### src/rtl/packet_replicator_n.sv
// AXI-Stream packet replicator: output 0 forwards every beat losslessly, outputs 1..N-1
// are capture copies with per-output enable, snap-length truncation and optional lossy mode.
module packet_replicator_n #(
   parameter int unsigned C_AXIS_DATA_WIDTH  = 256,
   parameter int unsigned C_AXIS_TUSER_WIDTH = 128,
   parameter int unsigned NUM_OUTPUTS        = 3,
   parameter int unsigned SNAP_WIDTH         = 16,
   parameter int unsigned CNT_WIDTH          = 32
) (
   input  logic                                        axi_aclk,
   input  logic                                        axi_areset,
   input  logic [C_AXIS_DATA_WIDTH-1:0]                s_axis_tdata,
   input  logic [C_AXIS_DATA_WIDTH/8-1:0]              s_axis_tstrb,
   input  logic [C_AXIS_TUSER_WIDTH-1:0]               s_axis_tuser,
   input  logic                                        s_axis_tvalid,
   output logic                                        s_axis_tready,
   input  logic                                        s_axis_tlast,
   output logic [NUM_OUTPUTS*C_AXIS_DATA_WIDTH-1:0]    m_axis_tdata,
   output logic [NUM_OUTPUTS*C_AXIS_DATA_WIDTH/8-1:0]  m_axis_tstrb,
   output logic [NUM_OUTPUTS*C_AXIS_TUSER_WIDTH-1:0]   m_axis_tuser,
   output logic [NUM_OUTPUTS-1:0]                      m_axis_tvalid,
   input  logic [NUM_OUTPUTS-1:0]                      m_axis_tready,
   output logic [NUM_OUTPUTS-1:0]                      m_axis_tlast,
   input  logic [NUM_OUTPUTS-1:0]                      capture_en,
   input  logic [SNAP_WIDTH-1:0]                       snap_beats,
   input  logic                                        lossy_mode,
   output logic [NUM_OUTPUTS*CNT_WIDTH-1:0]            pkt_count,
   output logic [NUM_OUTPUTS*CNT_WIDTH-1:0]            drop_count
);

   localparam int unsigned STRB_W = C_AXIS_DATA_WIDTH / 8;
   localparam int unsigned DW     = C_AXIS_DATA_WIDTH;
   localparam int unsigned UW     = C_AXIS_TUSER_WIDTH;

   typedef enum logic [1:0] {ST_SOP, ST_BODY, ST_TRUNC} state_t;

   state_t                  state, state_nxt;
   logic [NUM_OUTPUTS-1:0]  active, active_nxt;
   logic [NUM_OUTPUTS-1:0]  slot_free, cap_ok, sop_set, live, load, drop_inc;
   logic [SNAP_WIDTH-1:0]   beat_cnt, beat_cnt_nxt, beat_num;
   logic [SNAP_WIDTH-1:0]   snap_q, snap_nxt, snap_cur;
   logic                    ready, accept, trunc_beat;

   // State register, active set and sampled snap length
   always_ff @(posedge axi_aclk or posedge axi_areset) begin
      if (axi_areset) begin
         state    <= ST_SOP;
         active   <= '0;
         beat_cnt <= '0;
         snap_q   <= '0;
      end else begin
         state    <= state_nxt;
         active   <= active_nxt;
         beat_cnt <= beat_cnt_nxt;
         snap_q   <= snap_nxt;
      end
   end

   // Live set, input ready, next state and truncation decision
   always_comb begin
      state_nxt    = state;
      active_nxt   = active;
      beat_cnt_nxt = beat_cnt;
      snap_nxt     = snap_q;
      live         = NUM_OUTPUTS'(1);

      slot_free = ~m_axis_tvalid | m_axis_tready;
      cap_ok    = capture_en & (lossy_mode ? slot_free : {NUM_OUTPUTS{1'b1}});
      sop_set   = cap_ok | NUM_OUTPUTS'(1);
      snap_cur  = (state == ST_SOP) ? snap_beats : snap_q;
      beat_num  = (&beat_cnt) ? beat_cnt : beat_cnt + SNAP_WIDTH'(1);

      case (state)
         ST_SOP:   live = sop_set;
         ST_BODY:  live = active;
         default:  live = NUM_OUTPUTS'(1);
      endcase

      ready      = !axi_areset && (&(slot_free | ~live));
      accept     = s_axis_tvalid && ready;
      trunc_beat = (state != ST_TRUNC) && (snap_cur != '0) &&
                   (beat_num == snap_cur) && !s_axis_tlast;
      load       = accept ? live : '0;
      drop_inc   = (accept && state == ST_SOP) ?
                   (capture_en & ~cap_ok & ~NUM_OUTPUTS'(1)) : '0;

      if (accept) begin
         beat_cnt_nxt = s_axis_tlast ? '0 : beat_num;
         if (state == ST_SOP) begin
            active_nxt = sop_set;
            snap_nxt   = snap_beats;
         end
         if (s_axis_tlast)
            state_nxt = ST_SOP;
         else if (trunc_beat)
            state_nxt = ST_TRUNC;
         else if (state == ST_SOP)
            state_nxt = ST_BODY;
      end
      s_axis_tready = ready;
   end

   // Per-output register slots and statistics counters
   always_ff @(posedge axi_aclk or posedge axi_areset) begin
      if (axi_areset) begin
         m_axis_tvalid <= '0;
         m_axis_tlast  <= '0;
         m_axis_tdata  <= '0;
         m_axis_tstrb  <= '0;
         m_axis_tuser  <= '0;
         pkt_count     <= '0;
         drop_count    <= '0;
      end else begin
         for (int i = 0; i < int'(NUM_OUTPUTS); i++) begin
            if (slot_free[i]) begin
               m_axis_tvalid[i] <= load[i];
               if (load[i]) begin
                  m_axis_tdata[i*DW +: DW]         <= s_axis_tdata;
                  m_axis_tstrb[i*STRB_W +: STRB_W] <= s_axis_tstrb;
                  m_axis_tuser[i*UW +: UW]         <= s_axis_tuser;
                  // capture copies end on the snap beat
                  m_axis_tlast[i] <= s_axis_tlast | (trunc_beat && (i != 0));
               end
            end
            if (m_axis_tvalid[i] && m_axis_tready[i] && m_axis_tlast[i])
               pkt_count[i*CNT_WIDTH +: CNT_WIDTH] <=
                  pkt_count[i*CNT_WIDTH +: CNT_WIDTH] + CNT_WIDTH'(1);
            if (drop_inc[i])
               drop_count[i*CNT_WIDTH +: CNT_WIDTH] <=
                  drop_count[i*CNT_WIDTH +: CNT_WIDTH] + CNT_WIDTH'(1);
         end
      end
   end

endmodule

### config.mk
export PLATFORM = sky130hd
export DESIGN_NAME = packet_replicator_n
export DESIGN_NICKNAME = d
export VERILOG_FILES = /design/src/rtl/packet_replicator_n.sv
export SDC_FILE = /design/constraint.sdc
export NUM_CORES = 2
export LEC_CHECK = 0
export BUFFER_PORTS_ARGS = -buffer_cell sky130_fd_sc_hd__buf_2
export CELL_PAD_IN_SITES_DETAIL_PLACEMENT = 1
export CELL_PAD_IN_SITES_GLOBAL_PLACEMENT = 1
export CORE_AREA = 2 2 739 741
export CTS_BUF_LIST = sky130_fd_sc_hd__clkbuf_8
export DETAILED_ROUTE_END_ITERATION = 16
export DIE_AREA = 0 0 741 743
export GPL_ROUTABILITY_DRIVEN = 0
export PLACE_DENSITY_LB_ADDON = 0.1
export SLEW_MARGIN = 20
export SYNTH_ARGS = -nofsm -noshare
export SYNTH_HDL_FRONTEND = slang
export SYNTH_SLANG_ARGS = --single-unit
### constraint.sdc
create_clock -name axi_aclk -period 48.6 [get_ports axi_aclk]
set_input_delay 9.72 -clock axi_aclk [delete_from_list [all_inputs] [get_ports axi_aclk]]
set_output_delay 9.72 -clock axi_aclk [all_outputs]
set_load 0.02 [all_outputs]
==> metrics.cfg <==
[logic_synthesis]
synth_xor_area_share_pct = 2.672
synth-async-reset-ratio_pct = 100.0
synth_fa_ha_area_share_pct = 0.1339
synth_top_family_by_area = multiplexers
yosysTopAreaCell = dfrtp_1
synth-simple-area-share_pct = 4.248
ys_top_cells_by_area = dfrtp_1 65%, mux2_2 25%, xnor2_1 1.6%
ys_ff_latch = 1451
netlist_instances = 3661
synth_top_area_share_pct = 64.79
synth-seq-area-share_pct = 64.79
synth_cell_types = 61
synth_edf_count = 0
synth_compound_area_share_pct = 0.7970
yosys_warnings = 0
synth_mux_area_share_pct = 25.59
synth_area_mm2 = 0.05605
syn_avg_cell_area_um2 = 15.31
synth_ff_type = dfrtp_1

[timing]
min_period_ns = 21.19
slew_viol_final = 0
worstMarginPinSlew_ns = 1.090
worst_clock_skew_ns = 0.07586
setup_viol = 0
hold_viol = 0
max_freq_ghz = 0.04719
slew_headroom_pct = 27.36
period_share_pct = 43.61
tns_ns = 0
fin_ws_ns = 27.41
rsz0062_at_grt = false
timing.hold.ws_ns = 0.4661

[clock_tree]
cts_buffers = 334
cts_tree = yes
ctsResizeCount = 0
clock-root-buffer = clkbuf_8
clockBufferDepth = 4
cts_setup_buffers = 0
cts_hold_buf = 0
cts_max_level = 5
numClockSinks = 1451
clock_latency_ns = 1.12
clkTransAtPathRegs_ns = 0.05

[setup_path]
reg2regPathDepth = 10
critPathCaptureType = primary output
cp_max_fo = 6
crit_top_cell = buf_2
cp.buffers_inverters = 2
critPathArrivalTime_ns = 11.47
path_depth = 6
startpoint = lossy_mode
crit_family = compound AO/OA/AOI/OAI gates
crit_path_max_incr_delay_ns = 0.50
crit_type = input port to primary output
cp_slowest_cell = a21oi_1
required_ns = 38.88
crit_chain = buf_2, or3b_2, a21oi_1, nor2_1, o21a_1, buf_2
reg2reg_from = state[0]$_DFFE_PP0P_
startpoint_type = input port

[drt]
wl_per_cell_um = 27.87
ant_nets = 0
vias = 41270
drt_iter0_drc = 1478
wirelength_um = 370600
via_per_inst = 3.103
dr.pass1.iters = 4
drc = 0

[cells_and_area]
synthToLayoutAreaGrowth_pct = 44.12
nets = 6195
layout-drive-gt1-share_pct = 60.66
fill_cells = 61968

[worst_hold_path]
min_path_cells = 1
holdCritStartpoint = pkt_count[31]$_DFFE_PP0P_
hp-class = flip-flop to flip-flop

[floorplanning]
fp.dieArea_mm2 = 0.5506
dieHeight_um = 743
pin_count = 1890
fp.dieW_um = 741
row_count = 271
core_mm2 = 0.5429
start_util_pct = 10.32

[run]
cap_violations = 0

[grt]
grt_max_degree = 145
grt_pass1_wl_um = 474300
grt_overflow = 0
track_usage_pct = 12.97
antenna_found_initial = 300
grt_pass1_vias = 44329

[power_and_ir_drop]
fin_total_pwr_mw = 5.242
p_leak_nw = 36.94
p_per_area_mw_per_mm2 = 64.90
max-vdd-ir-drop_mv = 0.02255

[place]
place_hpwl_um = 297800
port_buffers = 1856
dp_slack_ns = 27.38

[run_status]
status = complete, no violations

power by group:
| part | leakage, nW | internal, mW | switching, mW | total, mW |
|---|---|---|---|---|
| logic | 15.5 | 0.653 | 1.29 | 1.94 |
| registers | 17.6 | 1.65 | 0.233 | 1.88 |
| clock network | 3.84 | 0.751 | 0.667 | 1.42 |
| total | 36.9 | 3.05 | 2.19 | 5.24 |
through the flow:
step	instances	util (%)	cell area [µm²]
final	13298	14.88	80770
after CTS	13228	14.85	80600
after detailed placement	12644	13.66	74150
after global placement	12644	13.66	74150
after global routing	13253	14.86	80660
after floorplan	3692	-	56170
per-layer routing:
| metal | global-route usage [%] | routed length [µm] | vias up |
|---|---|---|---|
| li1 | - | - | 17204 |
| met1 | 13.57 | 131700 | 21147 |
| met2 | 22.83 | 182900 | 2004 |
| met3 | 6.953 | 45260 | 777 |
| met4 | 2.890 | 9827 | 138 |
| met5 | 0 | 904 | - |
synthesized netlist by cell type, drive strengths merged (17+ instances only):
cell / number
clkbuf: 115
inv: 17
nor4: 21
mux2: 1255
nor2: 74
xor2: 68
dfrtp: 1451
nand2: 137
nand4: 42
mux2i: 21
xnor2: 103
and3: 27
buf: 83
nor3: 34
o21ai: 24
nand3: 82
cell usage in the layout (no fill, tap or decap), types with 7 or more instances in the layout:
cell type,instances
buf_2,1856
dfrtp_1,1451
mux2_2,1255
clkbuf_8,397
inv_1,157
nand2_1,135
xnor2_1,103
nand3_1,82
nor2_1,74
diode_2,70
xor2_1,68
buf_4,54
nand4_1,39
nor3_1,33
conb_1,32
and3_1,27
o21ai_0,21
mux2i_1,21
clkinv_2,21
nor4_1,19
a21oi_1,16
and4_1,11
or3_1,7
sequential cells by signal (all words and copies together) (netlist names):
signal / flops
m_axis_tdata: 768
m_axis_tuser: 384
m_axis_tstrb: 96
pkt_count: 96
drop_count: 64
beat_cnt: 16
snap_q: 16
active: 3
m_axis_tlast: 3
m_axis_tvalid: 3
state: 2
final timing paths:
path                                            endpoint  slack (ns)
setup reg to reg           m_axis_tuser[134]$_DFFE_PP0P_       42.32
max in group asynchronous  m_axis_tdata[753]$_DFFE_PP0P_       35.32
hold / removal                 pkt_count[31]$_DFFE_PP0P_        0.47
setup / recovery                           s_axis_tready       27.41
min in group asynchronous         snap_q[15]$_DFFE_PP0P_        8.91
hold reg to reg                pkt_count[31]$_DFFE_PP0P_        0.47
final cells by class:
cell class | count | area [µm²] | share of cell area (%)
clock inverter | 187 | 984.7 | 1.219
inverter | 17 | 67.56 | 0.08365
tap | 7234 | 9051 | 11.21
timing repair buffer | 1916 | 9814 | 12.15
multi-input combinational | 2026 | 18900 | 23.40
sequential | 1451 | 36310 | 44.95
clock buffer | 397 | 5464 | 6.765
antenna | 70 | 175.2 | 0.2169
logic make-up after synthesis:
kind of cell             after synthesis
XOR/XNOR                             171
AO/OA/AOI/OAI                         71
AND/OR/NAND/NOR                      470
buffers and inverters                215
multiplexers                        1276
adder cells (fa/ha/maj)                6
other                                  1
flip-flops                          1451
(Power assumes the default switching activity.)
